==> src/rtl/mcu_tx_scheduler_if.sv <==
// ---------------------------------------------------------------------------
// mcu_tx_scheduler_if
// Bundles the request side (command sources) and the serializer side of the
// MCU transmit scheduler into one interface.
//   req_valid   per-source one-cycle request strobe
//   req_byte    per-source byte, slice i = [8i+7:8i]
//   req_done    per-source completion pulse
//   req_err     per-source timeout pulse
//   req_ovf     per-source sticky overflow flag
//   ovf_clr     clears every req_ovf bit
//   byte_out    byte handed to the serializer
//   byte_out_en one-cycle serializer load strobe
//   tx_end      serializer end-of-byte pulse
//   busy        scheduler is not idle
// master: the environment (sources + serializer); slave: the scheduler.
// ---------------------------------------------------------------------------
interface mcu_tx_scheduler_if #(
    parameter int NREQ = 4
);
    logic [NREQ-1:0]   req_valid;
    logic [8*NREQ-1:0] req_byte;
    logic [NREQ-1:0]   req_done;
    logic [NREQ-1:0]   req_err;
    logic [NREQ-1:0]   req_ovf;
    logic              ovf_clr;
    logic [7:0]        byte_out;
    logic              byte_out_en;
    logic              tx_end;
    logic              busy;

    modport master (
        output req_valid, req_byte, ovf_clr, tx_end,
        input  req_done, req_err, req_ovf, byte_out, byte_out_en, busy
    );

    modport slave (
        input  req_valid, req_byte, ovf_clr, tx_end,
        output req_done, req_err, req_ovf, byte_out, byte_out_en, busy
    );
endinterface

==> src/rtl/mcu_tx_scheduler.sv <==
// ---------------------------------------------------------------------------
// mcu_tx_scheduler
// Shares one UART byte serializer between NREQ command sources. Each source
// owns a one-byte slot; a round-robin arbiter picks the next pending slot,
// the byte is loaded into the serializer, tx_end (or a timeout) completes it,
// and an inter-byte gap is enforced before the next launch.
// Ports:
//   clk    system clock, rising edge
//   rst_n  asynchronous active-low reset
//   bus    mcu_tx_scheduler_if.slave (request, status and serializer signals)
// ---------------------------------------------------------------------------
module mcu_tx_scheduler #(
    parameter int NREQ       = 4,
    parameter int GAP_CYCLES = 200,
    parameter int TIMEOUT    = 20000
) (
    input  logic                   clk,
    input  logic                   rst_n,
    mcu_tx_scheduler_if.slave      bus
);
    localparam int          IW        = (NREQ > 1) ? $clog2(NREQ) : 1;
    localparam logic [15:0] GAP_C     = 16'(GAP_CYCLES);
    localparam logic [15:0] TO_LAST_C = 16'(TIMEOUT - 1);

    typedef enum logic [1:0] {
        ST_IDLE = 2'd0,
        ST_LOAD = 2'd1,
        ST_WAIT = 2'd2,
        ST_GAP  = 2'd3
    } state_t;

    state_t          state_r;
    logic [IW-1:0]   ptr_r;
    logic [IW-1:0]   grant_r;
    logic [15:0]     cnt_r;
    logic [NREQ-1:0] pend_r;
    logic [7:0]      slot_r [NREQ];
    logic [7:0]      byte_out_r;
    logic            byte_out_en_r;
    logic            busy_r;
    logic [NREQ-1:0] req_done_r;
    logic [NREQ-1:0] req_err_r;
    logic [NREQ-1:0] req_ovf_r;

    logic [IW-1:0]   pick_s;
    logic            to_hit_s;
    logic [NREQ-1:0] release_s;

    // First pending slot at or after ptr, wrapping; scanning backwards lets
    // the closest candidate overwrite the farther ones.
    function automatic logic [IW-1:0] rr_pick(input logic [NREQ-1:0] pend,
                                              input logic [IW-1:0]   ptr);
        logic [IW-1:0] sel;
        logic [IW-1:0] idx;
        sel = '0;
        for (int k = NREQ - 1; k >= 0; k--) begin
            idx = IW'((int'(ptr) + k) % NREQ);
            if (pend[idx]) begin
                sel = idx;
            end else begin
                sel = sel;
            end
        end
        return sel;
    endfunction

    // Arbiter pick and timeout detection.
    // The counter is cleared in LOAD, so the timeout fires TIMEOUT clocks
    // after the byte_out_en cycle.
    always_comb begin
        pick_s   = rr_pick(pend_r, ptr_r);
        to_hit_s = ((cnt_r + 16'd1) >= TO_LAST_C);
    end

    // Slot release vector: the granted slot frees up on done or timeout.
    always_comb begin
        release_s = '0;
        for (int i = 0; i < NREQ; i++) begin
            if ((state_r == ST_WAIT) && (grant_r == IW'(i)) && (bus.tx_end || to_hit_s)) begin
                release_s[i] = 1'b1;
            end else begin
                release_s[i] = 1'b0;
            end
        end
    end

    // Per-source slots, pending flags and sticky overflow flags.
    always_ff @(posedge clk or negedge rst_n) begin
        if (!rst_n) begin
            pend_r    <= '0;
            req_ovf_r <= '0;
            for (int i = 0; i < NREQ; i++) begin
                slot_r[i] <= 8'h00;
            end
        end else begin
            for (int i = 0; i < NREQ; i++) begin
                if (bus.req_valid[i] && (!pend_r[i] || release_s[i])) begin
                    slot_r[i] <= bus.req_byte[8*i +: 8];
                    pend_r[i] <= 1'b1;
                end else if (release_s[i]) begin
                    pend_r[i] <= 1'b0;
                end else begin
                    pend_r[i] <= pend_r[i];
                end
            end
            // Clear wins over a same-cycle overflow.
            if (bus.ovf_clr) begin
                req_ovf_r <= '0;
            end else begin
                req_ovf_r <= req_ovf_r | (bus.req_valid & pend_r & ~release_s);
            end
        end
    end

    // Launch FSM with registered serializer strobe and status pulses.
    always_ff @(posedge clk or negedge rst_n) begin
        if (!rst_n) begin
            state_r       <= ST_IDLE;
            ptr_r         <= '0;
            grant_r       <= '0;
            cnt_r         <= 16'd0;
            byte_out_r    <= 8'h00;
            byte_out_en_r <= 1'b0;
            busy_r        <= 1'b0;
            req_done_r    <= '0;
            req_err_r     <= '0;
        end else begin
            req_done_r <= '0;
            req_err_r  <= '0;
            case (state_r)
                ST_IDLE: begin
                    if (|pend_r) begin
                        grant_r       <= pick_s;
                        byte_out_r    <= slot_r[pick_s];
                        byte_out_en_r <= 1'b1;
                        busy_r        <= 1'b1;
                        state_r       <= ST_LOAD;
                    end else begin
                        busy_r <= 1'b0;
                    end
                end
                ST_LOAD: begin
                    byte_out_en_r <= 1'b0;
                    cnt_r         <= 16'd0;
                    state_r       <= ST_WAIT;
                end
                ST_WAIT: begin
                    // tx_end beats a coincident timeout.
                    if (bus.tx_end || to_hit_s) begin
                        if (bus.tx_end) begin
                            req_done_r[grant_r] <= 1'b1;
                        end else begin
                            req_err_r[grant_r] <= 1'b1;
                        end
                        ptr_r   <= (grant_r == IW'(NREQ - 1)) ? '0 : grant_r + IW'(1);
                        cnt_r   <= 16'd0;
                        state_r <= ST_GAP;
                    end else begin
                        cnt_r <= cnt_r + 16'd1;
                    end
                end
                ST_GAP: begin
                    if (cnt_r == GAP_C) begin
                        busy_r  <= 1'b0;
                        state_r <= ST_IDLE;
                    end else begin
                        cnt_r <= cnt_r + 16'd1;
                    end
                end
                default: begin
                    byte_out_en_r <= 1'b0;
                    busy_r        <= 1'b0;
                    state_r       <= ST_IDLE;
                end
            endcase
        end
    end

    assign bus.byte_out    = byte_out_r;
    assign bus.byte_out_en = byte_out_en_r;
    assign bus.busy        = busy_r;
    assign bus.req_done    = req_done_r;
    assign bus.req_err     = req_err_r;
    assign bus.req_ovf     = req_ovf_r;

endmodule

==> src/flat_wrapper.sv <==
// flat-port wrapper written by rule: the top's interface ports become plain ports
module mcu_tx_scheduler_flat 
#(
    parameter int NREQ       = 4,
    parameter int GAP_CYCLES = 200,
    parameter int TIMEOUT    = 20000
)
  (clk, rst_n, bus_req_valid, bus_req_byte, bus_ovf_clr, bus_tx_end, bus_req_done, bus_req_err, bus_req_ovf, bus_byte_out, bus_byte_out_en, bus_busy);
  mcu_tx_scheduler_if #(.NREQ(NREQ)) bus_i ();
  input  logic clk;
  input  logic rst_n;
  input wire logic [$bits(bus_i.req_valid)-1:0] bus_req_valid;
  input wire logic [$bits(bus_i.req_byte)-1:0] bus_req_byte;
  input wire logic [$bits(bus_i.ovf_clr)-1:0] bus_ovf_clr;
  input wire logic [$bits(bus_i.tx_end)-1:0] bus_tx_end;
  output wire logic [$bits(bus_i.req_done)-1:0] bus_req_done;
  output wire logic [$bits(bus_i.req_err)-1:0] bus_req_err;
  output wire logic [$bits(bus_i.req_ovf)-1:0] bus_req_ovf;
  output wire logic [$bits(bus_i.byte_out)-1:0] bus_byte_out;
  output wire logic [$bits(bus_i.byte_out_en)-1:0] bus_byte_out_en;
  output wire logic [$bits(bus_i.busy)-1:0] bus_busy;
  assign bus_i.req_valid = bus_req_valid;
  assign bus_i.req_byte = bus_req_byte;
  assign bus_i.ovf_clr = bus_ovf_clr;
  assign bus_i.tx_end = bus_tx_end;
  assign bus_req_done = bus_i.req_done;
  assign bus_req_err = bus_i.req_err;
  assign bus_req_ovf = bus_i.req_ovf;
  assign bus_byte_out = bus_i.byte_out;
  assign bus_byte_out_en = bus_i.byte_out_en;
  assign bus_busy = bus_i.busy;
  mcu_tx_scheduler #(.NREQ(NREQ), .GAP_CYCLES(GAP_CYCLES), .TIMEOUT(TIMEOUT)) u_core (.clk(clk), .rst_n(rst_n), .bus(bus_i));
endmodule
==> config.mk <==
export PLATFORM = sky130hd
export DESIGN_NAME = mcu_tx_scheduler_flat
export DESIGN_NICKNAME = d
export VERILOG_FILES = /design/src/rtl/mcu_tx_scheduler_if.sv /design/src/rtl/mcu_tx_scheduler.sv /design/src/flat_wrapper.sv
export SDC_FILE = /design/constraint.sdc
export NUM_CORES = 1
export LEC_CHECK = 0
export BUFFER_PORTS_ARGS = -buffer_cell sky130_fd_sc_hd__buf_2
export CORE_MARGIN = 2
export CORE_UTILIZATION = 30
export CTS_CLUSTER_SIZE = 10
export DETAILED_ROUTE_END_ITERATION = 10
export GPL_TIMING_DRIVEN = 1
export MAX_ROUTING_LAYER = met4
export PLACE_DENSITY = 0.54
export SETUP_SLACK_MARGIN = 0.5
export SYNTH_ARGS = -nofsm -noshare
export SYNTH_HDL_FRONTEND = slang
export SYNTH_SLANG_ARGS = --single-unit
==> constraint.sdc <==
create_clock -name clk -period 6.1 [get_ports clk]
set_input_delay 1.22 -clock clk [delete_from_list [all_inputs] [get_ports clk]]
set_output_delay 1.22 -clock clk [all_outputs]
set_load 0.02 [all_outputs]
==> flow_metrics.env <==
export IMPL_grt_pass1_wl_mm=23.3
export IMPL_core_area_sq_mm=0.0171
export IMPL_final_common_cell="nand2_1"
export IMPL_avgViaCountPerCell=5.48
export IMPL_seq_area_frac_synth_pct=38.6
export IMPL_netlist_area_sq_mm=0.00519
export IMPL_cts_tree="yes"
export IMPL_port_buffer_count=61
export IMPL_rsz0062_at_grt="no"
export IMPL_place_ws_ps=2950
export IMPL_cts_path_max_buffers=2
export IMPL_seq_power_share_pct=32.8
export IMPL_fin_worst_skew_ps=7.43
export IMPL_fmaxAchievable_mhz=324
export IMPL_place_gp_congestion=0.894
export IMPL_status="finished clean"
export IMPL_place_inst=830
export IMPL_worst_setup_path_start_kind="flop"
export IMPL_worst_r2r_endpoint="u_core.ptr_r[1]"
export IMPL_gr_usage_all_layers_pct=16.5
export IMPL_syn_inst=594
export IMPL_worstHoldPathType="reg2reg"
export IMPL_io_pins=62
export IMPL_crit_type="reg2reg"
export IMPL_yosys_warnings=0
export IMPL_whs_ps=473
export IMPL_slew_violations=0
export IMPL_drtPass1Iterations=7
export IMPL_clockPowerShare_pct=27.1
export IMPL_setup_slack_ps=3020
export IMPL_peakVddDrop_v=0.000240
export IMPL_dr_first_iter_drc_count=450
export IMPL_setup_tns_ps=0
export IMPL_design_die_area_sq_mm=0.0184
export IMPL_n_antenna_cell=0
export IMPL_cts_repair_resize_count=0
export IMPL_clk_pin_slew_worst_paths_ps=60
export IMPL_holdPathEnd="u_core.bus.byte_out[3]"
export IMPL_p_leak_nw=2.61
export IMPL_layout_cells_non_filler=846
export IMPL_synth_avg_cell_area_sq_um=8.74
export IMPL_dp_hpwl_mm=9.91
export IMPL_final_cell_mix="84 x nand2_1, 80 x dfrtp_1, 60 x buf_2, 41 x o21ai_0, 39 x inv_1"
export IMPL_report_power_total_mw=2.13
export IMPL_die_h_microns=136
export IMPL_worst_setup_path_end_kind="flop"
export IMPL_critPathRequiredTime_ps=6330
export IMPL_cts_hold_buf=0
export IMPL_finalHoldViolCount=0
export IMPL_grt_pass1_vias=4441
export IMPL_p_sw_share_pct=41.4
export IMPL_worstHoldStart="u_core.bus.byte_out[3]"
export IMPL_grt_antenna_before_repair=0
export IMPL_wl_per_cell_microns=16.8
export IMPL_r2r_cells=8
export IMPL_arrival_ps=3310
export IMPL_rrSetupSlack_ps=3020
export IMPL_cp_max_fo=45
export IMPL_area_growth_syn_to_layout_pct=12.5
export IMPL_final_util_pct=34.1
export IMPL_setup_violations=0
export IMPL_cts_made_buffers=9
export IMPL_placementRows=48
export IMPL_die_x_microns=136
export IMPL_worstMarginPinSlew_ps=1200
export IMPL_rr_startpoint="u_core.cnt_r[0]"
export IMPL_cts_sinks=80
export IMPL_ant_nets=0
export IMPL_p_per_area_mw_per_mm2=364
export IMPL_start_util_pct=30.3
export IMPL_placedInstanceArea_sq_mm=0.00552
export IMPL_fin_crit_ps=3080
export IMPL_final_layout_size_suffix_gt1_share_pct=19.5
export IMPL_htree_levels=3
export IMPL_root_buffer="clkbuf_16"
export IMPL_ys_types=57
export IMPL_final_nets=667
export IMPL_intPower_mw=1.25
export IMPL_cts_setup_buffers=0
export IMPL_clk_insertion_delay_late_ps=350
export IMPL_drv_cap=0
export IMPL_fillers=1744
export IMPL_whs_path_depth=2
export IMPL_switching_power_mw=0.881
export IMPL_overflow=0
export IMPL_slew_headroom_pct=20.0
export IMPL_fin_area_sq_mm=0.00584
export IMPL_synth_seq_cells=80
export IMPL_grt_max_degree=81
export IMPL_route_detailed_drc=0
export IMPL_vias=4638
export IMPL_drt_total_wl_mm=14.2
export IMPL_fin_crit_sh_pct=50.6
export IMPL_synth_nets=645
export IMPL_combPwrFrac_pct=40.1
## cell families (layout without fill, tap and decap cells)
family                   count (synthesis)  after routing  synth area share (%)
AND/OR/NAND/NOR                        246            246                  26.4
AO/OA/AOI/OAI                          159            159                  22.6
buffers and inverters                   91            118                  8.20
flip-flops                              80             80                  38.6
adder cells (fa/ha/maj)                 11             11                  2.65
multiplexers                             5              5                  1.23
XOR/XNOR                                 2              2                 0.338
## worst max-delay path: stages, from the launching register on
cell and delay [ps]:
dfrtp_1 460, ha_1 280, nand3_1 270, nor2_1 390
mux2_2 400, a21oi_1 210, a22o_1 170, buf_4 420
mux2_1 370
## cell type report
cell class | instances | area [sq um] | area share (%)
multi-input cells | 423 | 2770 | 47.4
flip-flops and latches | 80 | 2000 | 34.3
inverters | 39 | 146 | 2.51
clock buffers | 11 | 253 | 4.33
repair buffers | 63 | 323 | 5.53
well taps | 225 | 282 | 4.82
clock inverters | 5 | 63.8 | 1.09
## state kept, by name (all words and copies together), names as in the netlist
register / count
u_core.slot_r: 32
u_core.cnt_r: 16
u_core.bus.byte_out: 8
u_core.bus.req_done: 4
u_core.bus.req_err: 4
u_core.bus.req_ovf: 4
u_core.pend_r: 4
u_core.grant_r: 2
u_core.ptr_r: 2
u_core.state_r: 2
u_core.bus.busy: 1
u_core.bus.byte_out_en: 1
## synthesized netlist by cell type, drive strengths merged
cell type,instances,area share [%]
o21ai,46,4.4
nand2b,5,0.60
o21a,2,0.29
a21boi,2,0.29
nor2,12,0.87
a21o,4,0.58
nor3b,3,0.43
nand4,35,4.5
or4b,1,0.19
and3,8,0.96
clkbuf,27,2.0
nor2b,23,2.8
a211oi,2,0.53
and2b,2,0.29
a311oi,1,0.17
o211ai,32,4.6
nor4b,1,0.17
xnor2,2,0.34
a22oi,2,0.65
buf,25,3.4
o31ai,4,0.68
nand2,84,6.1
a221oi,16,2.7
a31oi,1,0.12
and4,3,0.51
inv,39,2.8
nor4,7,1.4
o22ai,11,1.3
and2,4,0.48
a32oi,3,0.51
dfrtp,80,39
nor3,12,1.5
a22o,1,0.17
nand3,44,5.2
and4b,1,0.19
a311o,3,0.58
ha,11,2.7
or4,1,0.14
o221a,15,3.4
mux2,5,1.2
a21oi,13,1.3
a2bb2oi,1,0.29
## power groups by stage
stage / clock network [mW] / registers [mW] / logic (mW)
final: 0.577 / 0.698 / 0.853
after global routing: 0.624 / 0.711 / 0.949
after CTS: 0.597 / 0.697 / 0.858
after detailed placement: 0 / 0.706 / 0.858
after global placement: 0 / 0.702 / 0.824
after floorplan: 0 / 0.734 / 0.592
## routing by layer
| metal | track usage, % | share of wire, % | up-vias |
|---|---|---|---|
| li1 | - | - | 2223 |
| met3 | 2.43 | 4.5 | 20 |
| met1 | 22.3 | 47 | 2275 |
| met2 | 24.7 | 46 | 120 |
| met5 | - | 0 | - |
| met4 | 7.18 | 2.4 | 0 |
## how the worst max path moves through the flow
stage | end | slack (ps) | start
after floorplan | u_core.state_r[1] | 3210 | bus_tx_end
after global placement | u_core.ptr_r[1] | 3010 | bus_tx_end
after detailed placement | u_core.ptr_r[1] | 2950 | bus_tx_end
after CTS | u_core.ptr_r[1] | 3060 | u_core.cnt_r[0]
after global routing | u_core.ptr_r[1] | 2820 | u_core.cnt_r[0]
final | u_core.ptr_r[1] | 3020 | u_core.cnt_r[0]
No activity file was read; power rests on OpenSTA's default activity.
